**src/rtl/hazard_controller_if.sv**
```systemverilog
// Bundle of hazard-controller inputs (pipeline status) and outputs (latch control).
// The controller takes the slave side; the pipeline/bench takes the master side.
interface hazard_controller_if #(
   parameter int CNT_W = 16,
   parameter int REG_W = 5
);
   // pipeline status seen by the controller
   logic             ihit;
   logic             dhit;
   logic             dmemreq_o3;
   logic             memread_o2;
   logic [REG_W-1:0] wsel_o2;
   logic [REG_W-1:0] rsel1_o1;
   logic [REG_W-1:0] rsel2_o1;
   logic             usesrt_o1;
   logic             branch_taken_o2;
   logic             jump_o1;
   logic             halt_o4;
   // controls and debug driven by the controller
   logic             pc_en;
   logic             ifid_en;
   logic             idex_en;
   logic             exmem_en;
   logic             memwb_en;
   logic             ifid_flush;
   logic             idex_flush;
   logic             halt;
   logic [1:0]       state;
   logic [CNT_W-1:0] stall_cnt;
   logic [CNT_W-1:0] flush_cnt;

   modport master (
      output ihit, dhit, dmemreq_o3, memread_o2, wsel_o2, rsel1_o1, rsel2_o1,
             usesrt_o1, branch_taken_o2, jump_o1, halt_o4,
      input  pc_en, ifid_en, idex_en, exmem_en, memwb_en, ifid_flush, idex_flush,
             halt, state, stall_cnt, flush_cnt
   );

   modport slave (
      input  ihit, dhit, dmemreq_o3, memread_o2, wsel_o2, rsel1_o1, rsel2_o1,
             usesrt_o1, branch_taken_o2, jump_o1, halt_o4,
      output pc_en, ifid_en, idex_en, exmem_en, memwb_en, ifid_flush, idex_flush,
             halt, state, stall_cnt, flush_cnt
   );
endinterface

```
**src/rtl/hazard_controller.sv**
```systemverilog
// Pipeline sequencing controller for the 5-stage core: per-cycle PC/latch
// enables and bubble insertion for memory waits, load-use, branch and jump,
// plus a sticky halt and saturating stall/flush counters.
module hazard_controller #(
   parameter int CNT_W = 16,
   parameter int REG_W = 5
) (
   input  logic            CLK,
   input  logic            RST,
   hazard_controller_if.slave hc
);
   localparam logic [1:0] S_RUN     = 2'd0;
   localparam logic [1:0] S_LUSTALL = 2'd1;
   localparam logic [1:0] S_DWAIT   = 2'd2;
   localparam logic [1:0] S_HALT    = 2'd3;

   logic [1:0]       state_q, state_d;
   logic [CNT_W-1:0] stall_cnt_q, stall_cnt_d;
   logic [CNT_W-1:0] flush_cnt_q, flush_cnt_d;

   logic [REG_W-1:0] wsel, rsel1, rsel2;
   logic             lu, dwait;
   logic             pc_en, ifid_en, idex_en, exmem_en, memwb_en;
   logic             ifid_flush, idex_flush;

   assign wsel  = hc.wsel_o2;
   assign rsel1 = hc.rsel1_o1;
   assign rsel2 = hc.rsel2_o1;

   // Hazard detection. In LUSTALL the ID/EX latch holds the bubble we just
   // inserted, so any load-use match there is stale and must not stall again.
   always_comb begin
      dwait = hc.dmemreq_o3 & ~hc.dhit;
      lu    = hc.memread_o2 & (wsel != '0)
              & ((wsel == rsel1) | (hc.usesrt_o1 & (wsel == rsel2)))
              & (state_q != S_LUSTALL);
   end

   // Prioritised enable/flush decode and next state. A halt arriving in
   // MEM/WB only redirects the next state; this cycle follows the other rules.
   always_comb begin
      pc_en      = 1'b0;
      ifid_en    = 1'b0;
      idex_en    = 1'b0;
      exmem_en   = 1'b0;
      memwb_en   = 1'b0;
      ifid_flush = 1'b0;
      idex_flush = 1'b0;
      state_d    = state_q;
      if (!RST && state_q != S_HALT) begin
         if (dwait) begin
            state_d = S_DWAIT;
         end else begin
            pc_en    = 1'b1;
            ifid_en  = 1'b1;
            idex_en  = 1'b1;
            exmem_en = 1'b1;
            memwb_en = 1'b1;
            state_d  = S_RUN;
            if (hc.branch_taken_o2) begin
               ifid_flush = 1'b1;
               idex_flush = 1'b1;
            end else if (lu) begin
               pc_en      = 1'b0;
               ifid_en    = 1'b0;
               idex_flush = 1'b1;
               state_d    = S_LUSTALL;
            end else if (hc.jump_o1) begin
               ifid_flush = 1'b1;
               pc_en      = hc.ihit;
            end else if (!hc.ihit) begin
               pc_en      = 1'b0;
               ifid_flush = 1'b1;
            end
         end
         if (hc.halt_o4) begin
            state_d = S_HALT;
         end
      end
   end

   // Saturating performance counters; frozen once halted.
   always_comb begin
      stall_cnt_d = stall_cnt_q;
      flush_cnt_d = flush_cnt_q;
      if (state_q != S_HALT) begin
         if (!pc_en && stall_cnt_q != '1) begin
            stall_cnt_d = stall_cnt_q + CNT_W'(1);
         end
         if ((ifid_flush || idex_flush) && flush_cnt_q != '1) begin
            flush_cnt_d = flush_cnt_q + CNT_W'(1);
         end
      end
   end

   // State and counter registers, cleared immediately by reset.
   always_ff @(posedge CLK or posedge RST) begin
      if (RST) begin
         state_q     <= S_RUN;
         stall_cnt_q <= '0;
         flush_cnt_q <= '0;
      end else begin
         state_q     <= state_d;
         stall_cnt_q <= stall_cnt_d;
         flush_cnt_q <= flush_cnt_d;
      end
   end

   assign hc.pc_en      = pc_en;
   assign hc.ifid_en    = ifid_en;
   assign hc.idex_en    = idex_en;
   assign hc.exmem_en   = exmem_en;
   assign hc.memwb_en   = memwb_en;
   assign hc.ifid_flush = ifid_flush;
   assign hc.idex_flush = idex_flush;
   assign hc.halt       = (state_q == S_HALT);
   assign hc.state      = state_q;
   assign hc.stall_cnt  = stall_cnt_q;
   assign hc.flush_cnt  = flush_cnt_q;
endmodule

```
**src/flat_wrapper.sv**
```systemverilog
// flat-port wrapper written by rule: the top's interface ports become plain ports
module hazard_controller_flat 
#(
   parameter int CNT_W = 16,
   parameter int REG_W = 5
)
  (CLK, RST, hc_ihit, hc_dhit, hc_dmemreq_o3, hc_memread_o2, hc_wsel_o2, hc_rsel1_o1, hc_rsel2_o1, hc_usesrt_o1, hc_branch_taken_o2, hc_jump_o1, hc_halt_o4, hc_pc_en, hc_ifid_en, hc_idex_en, hc_exmem_en, hc_memwb_en, hc_ifid_flush, hc_idex_flush, hc_halt, hc_state, hc_stall_cnt, hc_flush_cnt);
  hazard_controller_if #(.CNT_W(CNT_W), .REG_W(REG_W)) hc_i ();
  input  logic CLK;
  input  logic RST;
  input wire logic [$bits(hc_i.ihit)-1:0] hc_ihit;
  input wire logic [$bits(hc_i.dhit)-1:0] hc_dhit;
  input wire logic [$bits(hc_i.dmemreq_o3)-1:0] hc_dmemreq_o3;
  input wire logic [$bits(hc_i.memread_o2)-1:0] hc_memread_o2;
  input wire logic [$bits(hc_i.wsel_o2)-1:0] hc_wsel_o2;
  input wire logic [$bits(hc_i.rsel1_o1)-1:0] hc_rsel1_o1;
  input wire logic [$bits(hc_i.rsel2_o1)-1:0] hc_rsel2_o1;
  input wire logic [$bits(hc_i.usesrt_o1)-1:0] hc_usesrt_o1;
  input wire logic [$bits(hc_i.branch_taken_o2)-1:0] hc_branch_taken_o2;
  input wire logic [$bits(hc_i.jump_o1)-1:0] hc_jump_o1;
  input wire logic [$bits(hc_i.halt_o4)-1:0] hc_halt_o4;
  output wire logic [$bits(hc_i.pc_en)-1:0] hc_pc_en;
  output wire logic [$bits(hc_i.ifid_en)-1:0] hc_ifid_en;
  output wire logic [$bits(hc_i.idex_en)-1:0] hc_idex_en;
  output wire logic [$bits(hc_i.exmem_en)-1:0] hc_exmem_en;
  output wire logic [$bits(hc_i.memwb_en)-1:0] hc_memwb_en;
  output wire logic [$bits(hc_i.ifid_flush)-1:0] hc_ifid_flush;
  output wire logic [$bits(hc_i.idex_flush)-1:0] hc_idex_flush;
  output wire logic [$bits(hc_i.halt)-1:0] hc_halt;
  output wire logic [$bits(hc_i.state)-1:0] hc_state;
  output wire logic [$bits(hc_i.stall_cnt)-1:0] hc_stall_cnt;
  output wire logic [$bits(hc_i.flush_cnt)-1:0] hc_flush_cnt;
  assign hc_i.ihit = hc_ihit;
  assign hc_i.dhit = hc_dhit;
  assign hc_i.dmemreq_o3 = hc_dmemreq_o3;
  assign hc_i.memread_o2 = hc_memread_o2;
  assign hc_i.wsel_o2 = hc_wsel_o2;
  assign hc_i.rsel1_o1 = hc_rsel1_o1;
  assign hc_i.rsel2_o1 = hc_rsel2_o1;
  assign hc_i.usesrt_o1 = hc_usesrt_o1;
  assign hc_i.branch_taken_o2 = hc_branch_taken_o2;
  assign hc_i.jump_o1 = hc_jump_o1;
  assign hc_i.halt_o4 = hc_halt_o4;
  assign hc_pc_en = hc_i.pc_en;
  assign hc_ifid_en = hc_i.ifid_en;
  assign hc_idex_en = hc_i.idex_en;
  assign hc_exmem_en = hc_i.exmem_en;
  assign hc_memwb_en = hc_i.memwb_en;
  assign hc_ifid_flush = hc_i.ifid_flush;
  assign hc_idex_flush = hc_i.idex_flush;
  assign hc_halt = hc_i.halt;
  assign hc_state = hc_i.state;
  assign hc_stall_cnt = hc_i.stall_cnt;
  assign hc_flush_cnt = hc_i.flush_cnt;
  hazard_controller #(.CNT_W(CNT_W), .REG_W(REG_W)) u_core (.CLK(CLK), .RST(RST), .hc(hc_i));
endmodule
```
**config.mk**
```make
export PLATFORM = sky130hd
export DESIGN_NAME = hazard_controller_flat
export DESIGN_NICKNAME = d
export VERILOG_FILES = /design/src/rtl/hazard_controller_if.sv /design/src/rtl/hazard_controller.sv /design/src/flat_wrapper.sv
export SDC_FILE = /design/constraint.sdc
export NUM_CORES = 1
export LEC_CHECK = 0
export ABC_CLOCK_PERIOD_IN_PS = 3700
export BUFFER_PORTS_ARGS = -buffer_cell sky130_fd_sc_hd__buf_4
export CORE_ASPECT_RATIO = 0.5
export CORE_MARGIN = 4
export CORE_UTILIZATION = 54
export CTS_CLUSTER_SIZE = 14
export DETAILED_ROUTE_END_ITERATION = 6
export PLACE_DENSITY_LB_ADDON = 0.08
export SYNTH_ARGS = -nofsm -noshare
export SYNTH_HDL_FRONTEND = slang
export SYNTH_SLANG_ARGS = --single-unit
```
**constraint.sdc**
```tcl
create_clock -name CLK -period 3.7 [get_ports CLK]
set_input_delay 0.37 -clock CLK [delete_from_list [all_inputs] [get_ports CLK]]
set_output_delay 0.37 -clock CLK [all_outputs]
set_load 0.03 [all_outputs]
```
==> results_dict.tcl, run 1 <==
set metrics [dict create \
    finalClockSkew_ns 0.00271 \
    yosysUniqueCellTypes 34 \
    slew_viol_final 0 \
    path_clk_slew_ns 0.07 \
    drv_cap 0 \
    gp_congestion 0.798 \
    cp.required_ns 3.33 \
    grt_use_total_pct 20.3 \
    core_mm2 0.00343 \
    diodes 0 \
    setup_viol 0 \
    cts_tree "done" \
    ys.flop_type "dfrtp_1" \
    initial_core_util_pct 56.3 \
    first_iter_violations 59 \
    syn_area_per_cell_um2 10.2 \
    antenna_found_initial 0 \
    row_count 15 \
    cts_buffers 5 \
    hpwl_um 3270 \
    die_area_mm2 0.00466 \
    tightest_slew_ns 0.618 \
    path_cells "buf_4 -> or4_1 -> o21ai_2 -> nor2_1 -> nand2_1 -> nor2_1 -> nor3b_1 -> buf_4" \
    worst-setup-path-type "input pin to primary output" \
    first_global_vias 1672 \
    routed_via_density 5.33 \
    ios 67 \
    ys_warn_count 0 \
    post-route-drc-count 0 \
    cp-start-kind "input pin" \
    p_leak_nw 1.34 \
    gr-total-overflow 0 \
    cts.repair.resized 0 \
    async_reset_ff_share_pct 100 \
    grt_max_degree 29 \
    fin_crit_ns 2.23 \
    hp-class "input pin to asynchronous set/reset pin" \
    fmaxAchievable_mhz 448 \
    syn_to_final_growth_pct 32.1 \
    power_density_mw_per_mm2 492 \
    tns_ns 0 \
    synth_seq_cells 34 \
    nNetsFinal 287 \
    fill_cells 285 \
    layout-drive-gt1-share_pct 36.4 \
    hold_violations 0 \
    vias 1664 \
    port_buffers 66 \
    syn_area_mm2 0.00193 \
    irDropWorstVdd_uv 331 \
    reg2regPathDepth 5 \
    synth_edf_count 0 \
    postCtsSetupBuffers 0 \
    crit_path_max_fanout 3 \
    routed_wirelength_um 4410 \
    min_period_over_period_pct 60.4 \
    ant_nets 0 \
    die_h_um 50.3 \
    htreeDepth 2 \
    status "complete, no violations" \
    max_stage_delay_ns 0.53 \
    postSynthNetCount 217 \
    dieWidth_um 92.6 \
    final_util_pct 74.4 \
    grt_setup_unrepaired "false" \
    setup.worst_path.end_class "primary output" \
    whs_ns 0.0920 \
    drtPass1Iterations 4 \
    slew_headroom_pct 58.6 \
    cts_sinks 34 \
    root_buffer "clkbuf_8" \
    ys_seq_area_share_pct 44.0 \
    cts_buffer_depth 2 \
    wl_per_cell_um 14.1 \
    clk_latency_ns 0.29 \
    slowest_stage "or4_1" \
    syn_inst 190 \
    grt_pass1_wl_um 7470 \
    cts_hold_buf 0 \
    critPathArrivalTime_ns 1.86 \
]
logic make-up after synthesis:
kind of cell	count (synthesis)	share of synthesized area (%)
and+or+nand+nor	93	26.3
buffers and inverters	8	2.72
adders and majority gates	2	1.29
AOI/OAI and AO/OA	11	5.83
xor gates and xnor gates	39	17.7
DFF	34	44.0
muxes	3	2.14
power breakdown:
part / internal, mW / leakage, nW / total, mW / switching, mW
registers: 0.432 / 0.449 / 0.511 / 0.0787
logic: 0.188 / 0.838 / 0.464 / 0.276
clock network: 0.150 / 0.0482 / 0.282 / 0.132
total: 0.770 / 1.34 / 1.26 / 0.486
worst max-delay path, delay by kind of cell:
family	cells	cell delay, ns
simple gates	5	0.98
buf+inv	2	0.31
compound gates	1	0.20
final timing paths:
kind | start | endpoint | slack [ns]
max | hc_wsel_o2[0] | hc_ifid_flush | 1.47
min | RST | u_core.hc.flush_cnt[8] | 0.09
max in group asynchronous | RST | u_core.hc.stall_cnt[4] | 2.89
max reg2reg | u_core.hc.flush_cnt[5] | u_core.hc.flush_cnt[1] | 1.51
min in group CLK | hc_halt_o4 | u_core.hc.state[1] | 0.31
min reg2reg | u_core.hc.stall_cnt[11] | u_core.hc.stall_cnt[11] | 0.49
synth_stat cells (2+ instances only):
| cell type | number | area, um^2 |
|---|---|---|
| nand4_1 | 10 | 62.6 |
| nor4_2 | 3 | 37.5 |
| nand2_1 | 16 | 60.1 |
| xnor2_1 | 12 | 105 |
| nor2_1 | 16 | 60.1 |
| nor3b_1 | 3 | 22.5 |
| and3_1 | 4 | 25.0 |
| nand3_1 | 11 | 55.1 |
| buf_4 | 2 | 15.0 |
| inv_1 | 4 | 15.0 |
| xor2_1 | 27 | 236 |
| mux2_4 | 2 | 30.0 |
| ha_1 | 2 | 25.0 |
| a21oi_1 | 2 | 10.0 |
| dfrtp_1 | 34 | 851 |
| a22oi_4 | 2 | 42.5 |
| nand2b_1 | 3 | 18.8 |
| nor3_1 | 11 | 55.1 |
| nor2_2 | 9 | 56.3 |
| buf_6 | 2 | 22.5 |
| and4_1 | 2 | 17.5 |
final cells by class:
cell class	instances	area, um^2	area share (%)
clock buffers	7	86.3	3.38
clock inverters	1	5.00	0.196
inverters	4	15.0	0.588
multi-input cells	148	1030	40.3
flip-flops and latches	34	851	33.3
well taps	51	63.8	2.50
repair buffers	67	503	19.7
metal layers:
| layer | vias to the layer above | global-route usage [%] | wire, um |
|---|---|---|---|
| met5 | - | 0 | 0 |
| li1 | 797 | - | - |
| met3 | 9 | 5.69 | 219 |
| met1 | 822 | 22.7 | 1780 |
| met4 | 0 | 6.57 | 72 |
| met2 | 36 | 37.8 | 2340 |
cells in the final DEF (no fill, tap or decap), types with 2 or more instances in the layout:
master,count
xor2_1,27
dfrtp_1,34
nor2_2,9
nand2_1,16
nand3_1,11
ha_1,2
a22oi_4,2
clkbuf_8,6
nor3b_1,3
nand2b_1,3
xnor2_1,12
nor3_1,11
nor4_2,3
mux2_4,2
buf_4,67
nand4_1,10
and4_1,2
nor2_1,16
and3_1,4
inv_1,4
a21oi_1,2
sequential cells by signal (all words and copies together) (netlist names):
name                 cells
u_core.hc.flush_cnt     16
u_core.hc.state          2
u_core.hc.stall_cnt     16
through the flow:
stage	power, mW	cells	setup slack, ns	area, um^2
floorplan	0.811	190	1.06	1930
global placement	0.970	304	1.40	2460
detailed placement	0.984	304	1.39	2460
CTS	1.27	312	1.48	2550
global route	1.33	312	1.30	2550
finish	1.26	312	1.47	2550
No activity file was read; power rests on OpenSTA's default activity.
==> inputs of run 2 (changes only) <==
ABC_AREA = 1   (was unset)
ABC_CLOCK_PERIOD_IN_PS = 1900   (was 3700)
CORE_UTILIZATION = 47   (was 54)
clock period = 1.9 ns   (was 3.7 ns; I/O delays follow)
==> results_dict.tcl, run 2 <==
set metrics [dict create \
    dieWidth_um 109 \
    setup_viol 0 \
    gp_congestion 0.846 \
    final_cell_mix "nand2_1, buf_4, nand3_1" \
    syn_inst 342 \
    finalClockSkew_ns 0.00396 \
    gr-total-overflow 0 \
    m1WireLength_um 2700 \
    final_util_pct 68.9 \
    grt_pass1_wl_um 9780 \
    irDropWorstVdd_uv 478 \
    critPathArrivalTime_ns 1.64 \
    cts_buffer_depth 2 \
    slew_viol_final 0 \
    drtPass1Iterations 5 \
    htreeDepth 2 \
    grt_max_degree 19 \
    yosysTopAreaCell "dfrtp_1" \
    tightest_slew_ns 0.347 \
    port_buffers 66 \
    ys_warn_count 0 \
    hold_violations 0 \
    p_leak_nw 1.75 \
    grt_use_total_pct 19.0 \
    fin_crit_ns 1.83 \
    syn_area_mm2 0.00238 \
    place_area_mm2 0.00301 \
    synth_common_cells "nand2_1, nand3_1, dfrtp_1, inv_1, nor2_1" \
    clk_latency_ns 0.28 \
    synth_area_leaders "dfrtp_1, nand2_1, nand3_1, xor2_1, inv_1" \
    die_area_mm2 0.00634 \
    cp.required_ns 1.71 \
    postSynthNetCount 369 \
    syn_area_per_cell_um2 6.96 \
    routed_via_density 4.87 \
    fin_ws_ns 0.0677 \
    core_mm2 0.00464 \
    syn_to_final_growth_pct 34.2 \
    r2r-start "u_core.hc.state[1]" \
    fin_area_mm2 0.00320 \
    synth.most_common_cell "nand2_1" \
    worst-setup-path-type "register to primary output" \
    ys_seq_area_share_pct 35.7 \
    ios 67 \
    drv_cap 0 \
    hp-class "input pin to register" \
    ys.flop_type "dfrtp_1" \
    power_density_mw_per_mm2 937 \
    crit_path_max_fanout 4 \
    critPathLaunch "u_core.hc.state[1]" \
    cts_buffers 5 \
    cp-start-kind "register" \
    die_h_um 58.3 \
    synth_seq_cells 34 \
    post-route-drc-count 0 \
    yosysUniqueCellTypes 29 \
    async_reset_ff_share_pct 100 \
    whs_ns 0.102 \
    wl_per_cell_um 12.1 \
    diodes 0 \
    root_buffer "clkbuf_8" \
    antenna_found_initial 0 \
    top_layer "met4" \
    layout_commonest_cell "nand2_1" \
    layout-drive-gt1-share_pct 28.0 \
    min_period_over_period_pct 96.4 \
    setup.worst_path.end_class "primary output" \
    slew_headroom_pct 76.7 \
    ant_nets 0 \
    vias 2412 \
    synth_edf_count 0 \
    first_iter_violations 105 \
    nNetsFinal 455 \
    initial_core_util_pct 51.3 \
    synth_top_area_share_pct 35.7 \
    tns_ns 0 \
    route.met3.wl_um 324 \
    row_count 17 \
    hold_path.startpoint "RST" \
    fmaxAchievable_mhz 546 \
    routed_wirelength_um 5980 \
    hpwl_um 4450 \
    cts_sinks 34 \
    first_global_vias 2243 \
    cts_tree "done" \
    route.met2.wl_um 2900 \
    dp_worst_setup_slack_ns 0.00607 \
    status "complete, no violations" \
    path_clk_slew_ns 0.07 \
]
## run 2: cell types whose count changed in the layout (fill, tap and decap cells not counted), moves of 5 or more
cell	before	now
xor2_1	27	17
inv_1	4	32
inv_2	0	6
buf_4	67	85
nor2_1	16	21
nor3_1	11	2
nand4_1	10	5
nand2_1	16	130
nand3_1	11	45
## run 2: final timing paths
path | endpoint | slack (ns) | cells after the start
setup reg to reg | u_core.hc.flush_cnt[7] | 0.16 | 11
hold / removal | u_core.hc.state[1] | 0.10 | 2
setup / recovery | hc_ifid_flush | 0.07 | 9
hold reg to reg | u_core.hc.stall_cnt[3] | 0.53 | 2
max in group asynchronous | u_core.hc.state[0] | 1.14 | 4
min in group asynchronous | u_core.hc.stall_cnt[14] | 0.54 | 4
## run 2: timing repair
item,CTS,global route
hold buffers,1,0
hold endpoints to repair,18,0
setup buffers,2,5
resized for setup,4,3
setup endpoints to repair,17,17
## run 2: metal layers
metal / track usage [%] / up-vias
met5: 0 / -
met4: 4.86 / 0
met3: 4.27 / 9
met2: 32.7 / 59
met1: 24.7 / 1102
li1: - / 1242
## run 2: worst max-delay path: stages (launching register included)
cell and delay [ns]:
dfrtp_2 0.42, nand2_1 0.09, inv_2 0.06, nor2_2 0.10
o21ai_2 0.09, inv_2 0.09, buf_4 0.11, nand3_1 0.12
inv_1 0.11, buf_4 0.16
## run 2: final cells by class
type / instances / area (um^2)
Clock buffer: 8 / 80.1
Inverter: 40 / 155
Timing Repair Buffer: 87 / 668
Multi-Input combinational cell: 260 / 1360
Tap cell: 66 / 82.6
Sequential cell: 34 / 853
Fill cell: 401 / 1440
## run 2: kinds of logic (layout without fill, tap and decap cells)
kind of cell / after synthesis / after routing / synth area share, %
AOI/OAI and AO/OA: 5 / 5 / 1.31
xor gates and xnor gates: 29 / 29 / 10.7
adders and majority gates: 2 / 2 / 1.05
buffers and inverters: 48 / 135 / 8.72
DFF: 34 / 34 / 35.7
and+or+nand+nor: 224 / 224 / 42.5
## run 2: metrics by stage
stage          total power [mW]  std cells
4_1_cts                    2.95        490
3_3_place_gp               2.37        479
3_5_place_dp               2.41        479
2_1_floorplan              1.93        342
6_report                   2.99        495
5_1_grt                    3.20        495
## run 2: power by group
group	total (mW)	internal [mW]	leakage, nW	switching (mW)
clock network	0.516	0.260	0.0395	0.255
logic	1.49	0.558	1.26	0.932
registers	0.988	0.844	0.455	0.144
==> inputs of run 3 (changes only) <==
CORE_MARGIN = unset   (was 4)
SKIP_CTS_REPAIR_TIMING = 1   (was unset)
==> results_dict.tcl, run 3 (synthesized netlist as in run 2, its figures left out) <==
set metrics [dict create \
    core_mm2 0.00464 \
    dp_worst_setup_slack_ns 0.0333 \
    dp_cells 478 \
    hold_violations 0 \
    layout_commonest_cell "nand2_1" \
    diodes 0 \
    path_cells "nand2_1 -> inv_2 -> nor2_2 -> o21ai_2 -> inv_2 -> nand2_1 -> inv_4 -> nand2_8 -> inv_4 -> buf_4" \
    setup_viol 0 \
    wl_per_cell_um 12.0 \
    slew_headroom_pct 75.6 \
    layout.cells.non_filler 494 \
    root_buffer "clkbuf_8" \
    fill_cells 406 \
    cts_buffers 5 \
    row_count 17 \
    htreeDepth 2 \
    slowest_stage "dfrtp_2" \
    first_global_vias 2226 \
    irDropWorstVdd_uv 597 \
    cp.required_ns 1.71 \
    hp-class "input pin to register" \
    cp-start-kind "register" \
    vias 2445 \
    ant_nets 0 \
    grt_max_degree 28 \
    fin_area_mm2 0.00322 \
    setup.worst_path.end_class "primary output" \
    fin_crit_ns 1.81 \
    final_cell_mix "nand2_1, buf_4, nand3_1" \
    slew_viol_final 0 \
    total_power_mw 3.11 \
    path_clk_slew_ns 0.07 \
    gr-total-overflow 0 \
    grt_pass1_wl_um 9720 \
    p_leak_nw 1.75 \
    nNetsFinal 454 \
    min_period_over_period_pct 95.0 \
    worst-setup-path-type "register to primary output" \
    layout-drive-gt1-share_pct 28.3 \
    fmaxAchievable_mhz 554 \
    tightest_slew_ns 0.361 \
    status "complete, no violations" \
    cts_buffer_depth 2 \
    fin_ws_ns 0.0945 \
    hpwl_um 4320 \
    power_density_mw_per_mm2 967 \
    cts_tree "done" \
    ios 67 \
    drtPass1Iterations 6 \
    finalClockSkew_ns 0.00374 \
    place_area_mm2 0.00300 \
    grt_use_total_pct 23.8 \
    drv_cap 0 \
    dieWidth_um 103 \
    cts_sinks 34 \
    syn_to_final_growth_pct 35.2 \
    max_stage_delay_ns 0.43 \
    crit_path_max_fanout 18 \
    initial_core_util_pct 51.3 \
    gp_congestion 0.881 \
    clk_latency_ns 0.30 \
    routed_wirelength_um 5940 \
    antenna_found_initial 0 \
    critPathArrivalTime_ns 1.62 \
    die_area_mm2 0.00537 \
    routed_via_density 4.95 \
    port_buffers 66 \
    post-route-drc-count 0 \
    die_h_um 52.3 \
    first_iter_violations 53 \
]
run 3: cell count changes in the layout (fill, tap and decap cells not counted), sizes merged:
cell    change
bufinv      +1
buf         -1
clkbuf      -1
run 3: per-layer routing:
metal	track usage, %	vias up	wire (um)
li1	-	1242	-
met1	29.2	1132	2740
met2	42.1	63	2850
met3	5.07	8	276
met4	7.86	0	73
met5	0	-	0
run 3: final timing paths:
path | from | end | slack [ns] | depth (start not counted)
max in group asynchronous | RST | u_core.hc.stall_cnt[1] | 0.82 | 4
hold / removal | RST | u_core.hc.state[1] | 0.09 | 2
setup / recovery | u_core.hc.state[1] | hc_pc_en | 0.09 | 10
setup reg to reg | u_core.hc.stall_cnt[1] | u_core.hc.stall_cnt[6] | 0.15 | 9
hold reg to reg | u_core.hc.stall_cnt[1] | u_core.hc.stall_cnt[1] | 0.54 | 2
min in group asynchronous | RST | u_core.hc.state[0] | 0.42 | 3
run 3: area by class of cell:
class | instances | area [um^2] | share of cell area [%]
multi-input combinational | 260 | 1370 | 42.7
sequential | 34 | 853 | 26.5
clock inverter | 1 | 30.0 | 0.933
tap | 66 | 82.6 | 2.57
inverter | 40 | 155 | 4.82
timing repair buffer | 86 | 648 | 20.1
clock buffer | 7 | 76.3 | 2.37
run 3: where the power goes:
| group | internal [mW] | switching [mW] | total, mW |
|---|---|---|---|
| registers | 0.844 | 0.162 | 1.01 |
| clock network | 0.393 | 0.276 | 0.669 |
| logic | 0.536 | 0.901 | 1.44 |
run 3: metrics by stage:
| step | hold slack [ns] | setup TNS, ns | util [%] |
|---|---|---|---|
| 2_1_floorplan | 0.275 | 0 | - |
| 3_3_place_gp | 0.172 | 0 | 64.7 |
| 3_5_place_dp | 0.179 | 0 | 64.7 |
| 4_1_cts | -0.134 | -0.0994 | 67.0 |
| 5_1_grt | 0.0881 | -0.0230 | 69.4 |
| 6_report | 0.0916 | 0 | 69.4 |
run 3: worst max-delay path: cells and delay by family (launching register included):
family,cells,cell delay [ns]
AO/OA/AOI/OAI,1,0.09
buffers and inverters,5,0.42
AND/OR/NAND/NOR,4,0.38
flip-flops,1,0.43
